===== src/rtl/spdif_pkg.sv =====
// Types and default widths shared by the S/PDIF decoder and the I2S capture stage.
package spdif_pkg;

  typedef enum logic [1:0] {
    SYNC  = 2'd0,
    LEFT  = 2'd1,
    RIGHT = 2'd2
  } cap_state_e;

  localparam int SPDIF_WIDTH    = 24;
  localparam int SPDIF_MIN_BITS = 16;
  localparam int BITCNT_W       = 6;

  function automatic logic [BITCNT_W-1:0] bitcnt_inc(input logic [BITCNT_W-1:0] cnt);
    return (cnt == '1) ? cnt : cnt + 1'b1;
  endfunction

endpackage


===== src/rtl/i2s_edge_sync.sv =====
// Registers the recovered I2S inputs and flags the bit-clock rising edge.
module i2s_edge_sync (
  input  logic clk,
  input  logic resetb,
  input  logic bck_i,
  input  logic ws_i,
  input  logic d0_i,
  output logic ws_o,
  output logic d0_o,
  output logic rise_o
);

  logic bck_q, bck_d;
  logic bck_q2, bck_d2;
  logic ws_q, ws_d;
  logic d0_q, d0_d;

  always_comb begin
    bck_d  = bck_i;
    ws_d   = ws_i;
    d0_d   = d0_i;
    bck_d2 = bck_q;
  end

  always_ff @(posedge clk or negedge resetb) begin
    if (!resetb) begin
      bck_q  <= 1'b0;
      bck_q2 <= 1'b0;
      ws_q   <= 1'b0;
      d0_q   <= 1'b0;
    end else begin
      bck_q  <= bck_d;
      bck_q2 <= bck_d2;
      ws_q   <= ws_d;
      d0_q   <= d0_d;
    end
  end

  assign ws_o   = ws_q;
  assign d0_o   = d0_q;
  assign rise_o = bck_q & ~bck_q2;

endmodule


===== src/rtl/i2s_sample_capture.sv =====
// Deserialises the I2S stream into left/right PCM words with frame lock and error qualification.
//   state | meaning
//   SYNC  | no alignment; waiting for a word boundary into the left channel
//   LEFT  | accumulating a left word
//   RIGHT | accumulating a right word; a good boundary publishes the pair
module i2s_sample_capture
  import spdif_pkg::*;
#(
  parameter int WIDTH       = SPDIF_WIDTH,
  parameter int MIN_BITS    = SPDIF_MIN_BITS,
  parameter int LOCK_FRAMES = 4,
  parameter int BCK_TIMEOUT = 255
) (
  input  logic             clk,
  input  logic             resetb,
  input  logic             i2s_bck,
  input  logic             i2s_ws,
  input  logic             i2s_d0,
  output logic [WIDTH-1:0] pcm_l,
  output logic [WIDTH-1:0] pcm_r,
  output logic             sample_valid,
  output logic             locked,
  output logic             frame_err
);

  localparam int TW = $clog2(BCK_TIMEOUT + 1);
  localparam int GW = $clog2(LOCK_FRAMES + 1);
  localparam logic [6:0]    WIDTH7 = 7'(WIDTH);
  localparam logic [6:0]    MIN7   = 7'(MIN_BITS);
  localparam logic [TW-1:0] TO_MAX = TW'(BCK_TIMEOUT);
  localparam logic [TW-1:0] TO_HIT = TW'(BCK_TIMEOUT - 1);
  localparam logic [GW-1:0] LF     = GW'(LOCK_FRAMES);

  logic ws_s, d0_s, rise;

  i2s_edge_sync u_edge_sync (
    .clk    (clk),
    .resetb (resetb),
    .bck_i  (i2s_bck),
    .ws_i   (i2s_ws),
    .d0_i   (i2s_d0),
    .ws_o   (ws_s),
    .d0_o   (d0_s),
    .rise_o (rise)
  );

  cap_state_e          state_q, state_d;
  logic                ws_last_q, ws_last_d;
  logic [WIDTH-1:0]    shreg_q, shreg_d;
  logic [BITCNT_W-1:0] bitcnt_q, bitcnt_d;
  logic [WIDTH-1:0]    hold_l_q, hold_l_d;
  logic [WIDTH-1:0]    pcm_l_q, pcm_l_d;
  logic [WIDTH-1:0]    pcm_r_q, pcm_r_d;
  logic [GW-1:0]       good_cnt_q, good_cnt_d;
  logic                locked_q, locked_d;
  logic                sample_valid_q, sample_valid_d;
  logic                frame_err_q, frame_err_d;
  logic [TW-1:0]       to_cnt_q, to_cnt_d;

  logic             bit_kept;
  logic [WIDTH-1:0] sh_new;
  logic [6:0]       n_kept;
  logic [WIDTH-1:0] word_al;
  logic             short_word;
  logic             timeout_hit;
  logic [GW-1:0]    gc_next;
  logic             err;

  // Bits past WIDTH are dropped so the word stays MSB-justified.
  always_comb begin
    bit_kept   = ({1'b0, bitcnt_q} < WIDTH7);
    sh_new     = bit_kept ? {shreg_q[WIDTH-2:0], d0_s} : shreg_q;
    n_kept     = bit_kept ? ({1'b0, bitcnt_q} + 7'd1) : WIDTH7;
    word_al    = sh_new << (WIDTH7 - n_kept);
    short_word = (({1'b0, bitcnt_q} + 7'd1) < MIN7);
    gc_next    = (good_cnt_q == LF) ? good_cnt_q : good_cnt_q + 1'b1;
  end

  // A rise in the threshold cycle clears the counter, so it never fires alongside a boundary.
  always_comb begin
    timeout_hit = !rise && (to_cnt_q == TO_HIT);
    if (rise)                  to_cnt_d = '0;
    else if (to_cnt_q == TO_MAX) to_cnt_d = to_cnt_q;
    else                       to_cnt_d = to_cnt_q + 1'b1;
  end

  always_comb begin
    state_d        = state_q;
    ws_last_d      = ws_last_q;
    shreg_d        = shreg_q;
    bitcnt_d       = bitcnt_q;
    hold_l_d       = hold_l_q;
    pcm_l_d        = pcm_l_q;
    pcm_r_d        = pcm_r_q;
    good_cnt_d     = good_cnt_q;
    locked_d       = locked_q;
    sample_valid_d = 1'b0;
    frame_err_d    = 1'b0;
    err            = 1'b0;

    if (rise) begin
      if (ws_s == ws_last_q) begin
        shreg_d  = sh_new;
        bitcnt_d = bitcnt_inc(bitcnt_q);
      end else begin
        shreg_d   = '0;
        bitcnt_d  = '0;
        ws_last_d = ws_s;
        unique case (state_q)
          SYNC: begin
            if (!ws_s) state_d = LEFT;
          end
          LEFT: begin
            if (short_word) begin
              err = 1'b1;
            end else begin
              hold_l_d = word_al;
              state_d  = RIGHT;
            end
          end
          RIGHT: begin
            if (short_word) begin
              err = 1'b1;
            end else begin
              pcm_l_d    = hold_l_q;
              pcm_r_d    = word_al;
              good_cnt_d = gc_next;
              if (locked_q || gc_next == LF) begin
                locked_d       = 1'b1;
                sample_valid_d = 1'b1;
              end
              state_d = LEFT;
            end
          end
          default: state_d = SYNC;
        endcase
      end
    end else if (timeout_hit) begin
      err = 1'b1;
    end

    if (err) begin
      frame_err_d = 1'b1;
      good_cnt_d  = '0;
      locked_d    = 1'b0;
      shreg_d     = '0;
      bitcnt_d    = '0;
      hold_l_d    = '0;
      state_d     = SYNC;
    end
  end

  always_ff @(posedge clk or negedge resetb) begin
    if (!resetb) begin
      state_q        <= SYNC;
      ws_last_q      <= 1'b0;
      shreg_q        <= '0;
      bitcnt_q       <= '0;
      hold_l_q       <= '0;
      pcm_l_q        <= '0;
      pcm_r_q        <= '0;
      good_cnt_q     <= '0;
      locked_q       <= 1'b0;
      sample_valid_q <= 1'b0;
      frame_err_q    <= 1'b0;
      to_cnt_q       <= '0;
    end else begin
      state_q        <= state_d;
      ws_last_q      <= ws_last_d;
      shreg_q        <= shreg_d;
      bitcnt_q       <= bitcnt_d;
      hold_l_q       <= hold_l_d;
      pcm_l_q        <= pcm_l_d;
      pcm_r_q        <= pcm_r_d;
      good_cnt_q     <= good_cnt_d;
      locked_q       <= locked_d;
      sample_valid_q <= sample_valid_d;
      frame_err_q    <= frame_err_d;
      to_cnt_q       <= to_cnt_d;
    end
  end

  assign pcm_l        = pcm_l_q;
  assign pcm_r        = pcm_r_q;
  assign sample_valid = sample_valid_q;
  assign locked       = locked_q;
  assign frame_err    = frame_err_q;

endmodule


===== config.mk =====
export PLATFORM = sky130hd
export DESIGN_NAME = i2s_sample_capture
export DESIGN_NICKNAME = d
export VERILOG_FILES = /design/src/rtl/spdif_pkg.sv /design/src/rtl/i2s_edge_sync.sv /design/src/rtl/i2s_sample_capture.sv
export SDC_FILE = /design/constraint.sdc
export NUM_CORES = 1
export LEC_CHECK = 0
export ABC_AREA = 1
export BUFFER_PORTS_ARGS = -buffer_cell sky130_fd_sc_hd__buf_4
export CAP_MARGIN = 20
export CORE_UTILIZATION = 45
export DETAILED_ROUTE_END_ITERATION = 8
export PLACE_DENSITY = 0.68
export SLEW_MARGIN = 20
export SYNTH_ARGS = -nofsm -noshare
export SYNTH_HDL_FRONTEND = slang
export SYNTH_HIERARCHICAL = 1
export SYNTH_SLANG_ARGS = --single-unit

===== constraint.sdc =====
create_clock -name clk -period 2.8 [get_ports clk]
set_input_delay 0.28 -clock clk [delete_from_list [all_inputs] [get_ports clk]]
set_output_delay 0.28 -clock clk [all_outputs]
set_load 0.03 [all_outputs]

==> results.sh <==
export IMPL_required_ps=3110
export IMPL_rsz0062_at_grt="no"
export IMPL_antenna_diode_count=0
export IMPL_drcViolationCount=0
export IMPL_crit_chain="ha_1 -> nand2_2 -> inv_1 -> nor2_1 -> nand2_2 -> nand2_2 -> nand3_4 -> buf_12 -> nand3_1 -> nand3_1 -> nand2_1 -> nand2_1 -> nand3_1 -> nand3_1 -> nand3_1 -> nand2_1"
export IMPL_max_clock_freq_mhz=395
export IMPL_detailroute_via_count=6023
export IMPL_post_drt_wl_per_cell_um=14.3
export IMPL_synth_cell_types=40
export IMPL_report_power_total_uw=7070
export IMPL_setup_violators_final=0
export IMPL_synthesis_instances=893
export IMPL_intPower_uw=4180
export IMPL_timing_setup_tns_ps=0
export IMPL_place_area_um2=7360
export IMPL_cp_num_cells=16
export IMPL_area_delta_synth_final_pct=18.2
export IMPL_worst_hold_path_class="in -> async"
export IMPL_synthDominantCellAreaShare=0.454
export IMPL_finalMaxSlewViolations=0
export IMPL_port_buffer_count=55
export IMPL_syn_area_um2=6770
export IMPL_postSynthRegisterBits=123
export IMPL_hold_worst_slack_ps=352
export IMPL_largest_net_degree_at_the_start_of_global_routing=51
export IMPL_drtAntennaViolNets=0
export IMPL_pin_count=56
export IMPL_global_route_overflow_total=0
export IMPL_comb_power_share=0.414
export IMPL_yosysWarnings=6
export IMPL_clock_tree_root_cell="sky130_fd_sc_hd__clkbuf_16"
export IMPL_cts_max_path_buffers=2
export IMPL_clkSlewWorstSetupHoldPaths_ps=60
export IMPL_final_gp_congestion=0.959
export IMPL_hold_violations=0
export IMPL_critical_path_s_slowest_cell="sky130_fd_sc_hd__dfrtp_1"
export IMPL_postSynthAreaPerCell_um2=7.59
export IMPL_die_area_um2=15500
export IMPL_final_setup_skew_ps=6.98
export IMPL_fp_dieW_um=125
export IMPL_synth_area_leaders="sky130_fd_sc_hd__dfrtp_1 45%, sky130_fd_sc_hd__nand2_1 15%, sky130_fd_sc_hd__nand3_1 13%"
export IMPL_clock_power_share=0.312
export IMPL_number_of_synthesized_flops_with_an_enable_pin=0
export IMPL_drive_above_1_share=0.160
export IMPL_die_height_um=125
export IMPL_critical_path_arrival_ps=2840
export IMPL_route_detailed_vias_per_inst=5.27
export IMPL_dp_cells=1107
export IMPL_detail_route_first_pass_iterations=5
export IMPL_postSynth_asyncResetShare=1.00
export IMPL_capture_instance_of_the_worst_register_to_register_path="pcm_r[23]$_DFFE_PN0P_"
export IMPL_critical_path_top_delay_family="simple AND/OR/NAND/NOR gates"
export IMPL_finish_cell_count_without_fillers=1143
export IMPL_reg2reg_slack_ps=270
export IMPL_insertion_delay_ps=430
export IMPL_first_global_vias=5620
export IMPL_critical_path_n_buffers_inverters=2
export IMPL_timing_critical_path_from="bitcnt_q[0]$_DFFE_PN0P_"
export IMPL_synthesis_nets=908
export IMPL_drt_first_iter_violations=634
export IMPL_worst_setup_path_end_kind="flip-flop"
export IMPL_layout_worst_path_cycle_share=0.905
export IMPL_tritoncts_num_sinks=123
export IMPL_power_leakage_uw=0.00398
export IMPL_ff2ff_path_depth=16
export IMPL_synth_sequential_area_ratio=0.454
export IMPL_vdd_drop_max_v=0.000635
export IMPL_slowest_delay_ps=450
export IMPL_status="completed"
export IMPL_synth_main_ff_cell="sky130_fd_sc_hd__dfrtp_1"
export IMPL_fin_crit_ps=2530
export IMPL_total_global_route_track_usage=0.224
export IMPL_final_design_area_no_fill_um2=8010
export IMPL_sequentialPowerShare=0.274
export IMPL_timing_worst_setup_path_type="reg -> reg"
export IMPL_timing_slew_headroom=0.636
export IMPL_start_util=0.464
export IMPL_worst_setup_path_endpoint="pcm_r[23]$_DFFE_PN0P_"
export IMPL_drt_wl_total_um=16300
export IMPL_detailed_place_hpwl_um=11200
export IMPL_post_cts_buffers=0
export IMPL_regToRegStartpoint="bitcnt_q[0]$_DFFE_PN0P_"
export IMPL_timing_critical_path_mode_cell="sky130_fd_sc_hd__nand3_1"
export IMPL_finish_net_count=962
export IMPL_wire_length_of_the_first_global_routing_pass_um=28000
export IMPL_synthMostInstantiatedCell="sky130_fd_sc_hd__nand2_1"
export IMPL_number_of_antenna_violations_at_the_first_check_in_global_routing=0
export IMPL_cts_buffers_inserted=17
export IMPL_critical_path_startpoint_type="flip-flop"
export IMPL_netlist_top_cell_by_area="sky130_fd_sc_hd__dfrtp_1"
export IMPL_synth_common_cells="268 x sky130_fd_sc_hd__nand2_1, 182 x sky130_fd_sc_hd__nand3_1, 123 x sky130_fd_sc_hd__dfrtp_1, 77 x sky130_fd_sc_hd__o21ai_0, 64 x sky130_fd_sc_hd__inv_1"
export IMPL_power_per_cell_area_nw_per_um2=883
export IMPL_worstMarginPinSlew_ps=541
export IMPL_number_of_placement_rows=44
export IMPL_tritoncts="done"
export IMPL_critical_path_peak_fanout=30
export IMPL_p_sw_frac=0.408
export IMPL_cts_resized=0
export IMPL_p_sw_uw=2890
export IMPL_floorplan_core_area_um2=14600
export IMPL_maxCapViolCount=0
export IMPL_cts_htree_levels=4
## stage by stage
| stage | worst slack, ps | util |
|---|---|---|
| after floorplan | 271 | - |
| after global placement | 234 | 0.505 |
| after detailed placement | 215 | 0.505 |
| after CTS | 185 | 0.548 |
| after global routing | 7.20 | 0.549 |
| final | 266 | 0.549 |
## power by group through the flow
stage | Clock, uW | Combinational (uW) | Sequential (uW)
2_1_floorplan | 0 | 2180 | 1960
6_report | 2200 | 2930 | 1940
3_3_place_gp | 0 | 2860 | 1960
5_1_grt | 2320 | 3350 | 1950
3_5_place_dp | 0 | 2850 | 1970
4_1_cts | 2240 | 2880 | 1940
## layout make-up
type	count	area, um^2
Clock buffer	22	484
Clock inverter	9	111
Fill cell	1383	6580
Inverter	76	285
Multi-Input combinational cell	650	3190
Sequential cell	123	3080
Tap cell	184	230
Timing Repair Buffer	79	628
## registers in the layout, indices dropped and copies added (netlist names)
register	cells
state_q	2
u_edge_sync/bck_d2	1
ws_last_q	1
shreg_q	24
pcm_r	24
frame_err	1
hold_l_q	24
pcm_l	24
u_edge_sync/d0_o	1
sample_valid	1
locked	1
good_cnt_q	3
to_cnt_q	8
u_edge_sync/bck_q2	1
u_edge_sync/ws_o	1
bitcnt_q	6
## worst min path at each step
stage	to	cells after the start	from	slack, ps
floorplan	bitcnt_q[0]$_DFFE_PN0P_	0	resetb	-20
global placement	pcm_l[22]$_DFFE_PN0P_	1	resetb	260
detailed placement	pcm_l[22]$_DFFE_PN0P_	1	resetb	260
CTS	pcm_l[22]$_DFFE_PN0P_	2	resetb	360
global route	pcm_l[22]$_DFFE_PN0P_	2	resetb	390
finish	pcm_l[22]$_DFFE_PN0P_	2	resetb	350
## per-layer routing
metal  vias up  share of wire  GRT usage
li1       3050              -          -
met1      2802           0.49      0.320
met2       156           0.45      0.338
met3        15          0.051     0.0520
met4         0          0.011     0.0638
met5         -              0          0
## kinds of logic after synthesis
logic type                 count (synthesis)  synth area share
adders and majority gates                 10            0.0185
xor gates and xnor gates                   4           0.00517
buffers and inverters                    121            0.0767
and+or+nand+nor                          521             0.344
AOI/OAI and AO/OA                        114             0.101
DFF                                      123             0.454
## cells in the final DEF (no fill, tap or decap), drive strengths merged, types with 2 or more instances in the layout
cell type    instances
a21oi                8
clkinv               5
o22ai                2
buf                 75
bufinv               2
clkinvlp             2
o21ai               93
nor2                41
inv                 76
nor3                 5
nand4               11
o31ai                3
nand2              279
nand3              184
dfrtp              123
xor2                 2
dlygate4sd3          4
ha                  10
xnor2                2
clkbuf              22
a211oi               5
## repair_timing
item	in CTS	in global routing
setup endpoints to repair	0	7
hold buffers	4	0
hold endpoints to repair	34	0
Note: power is estimated with default switching activity, not from simulation.
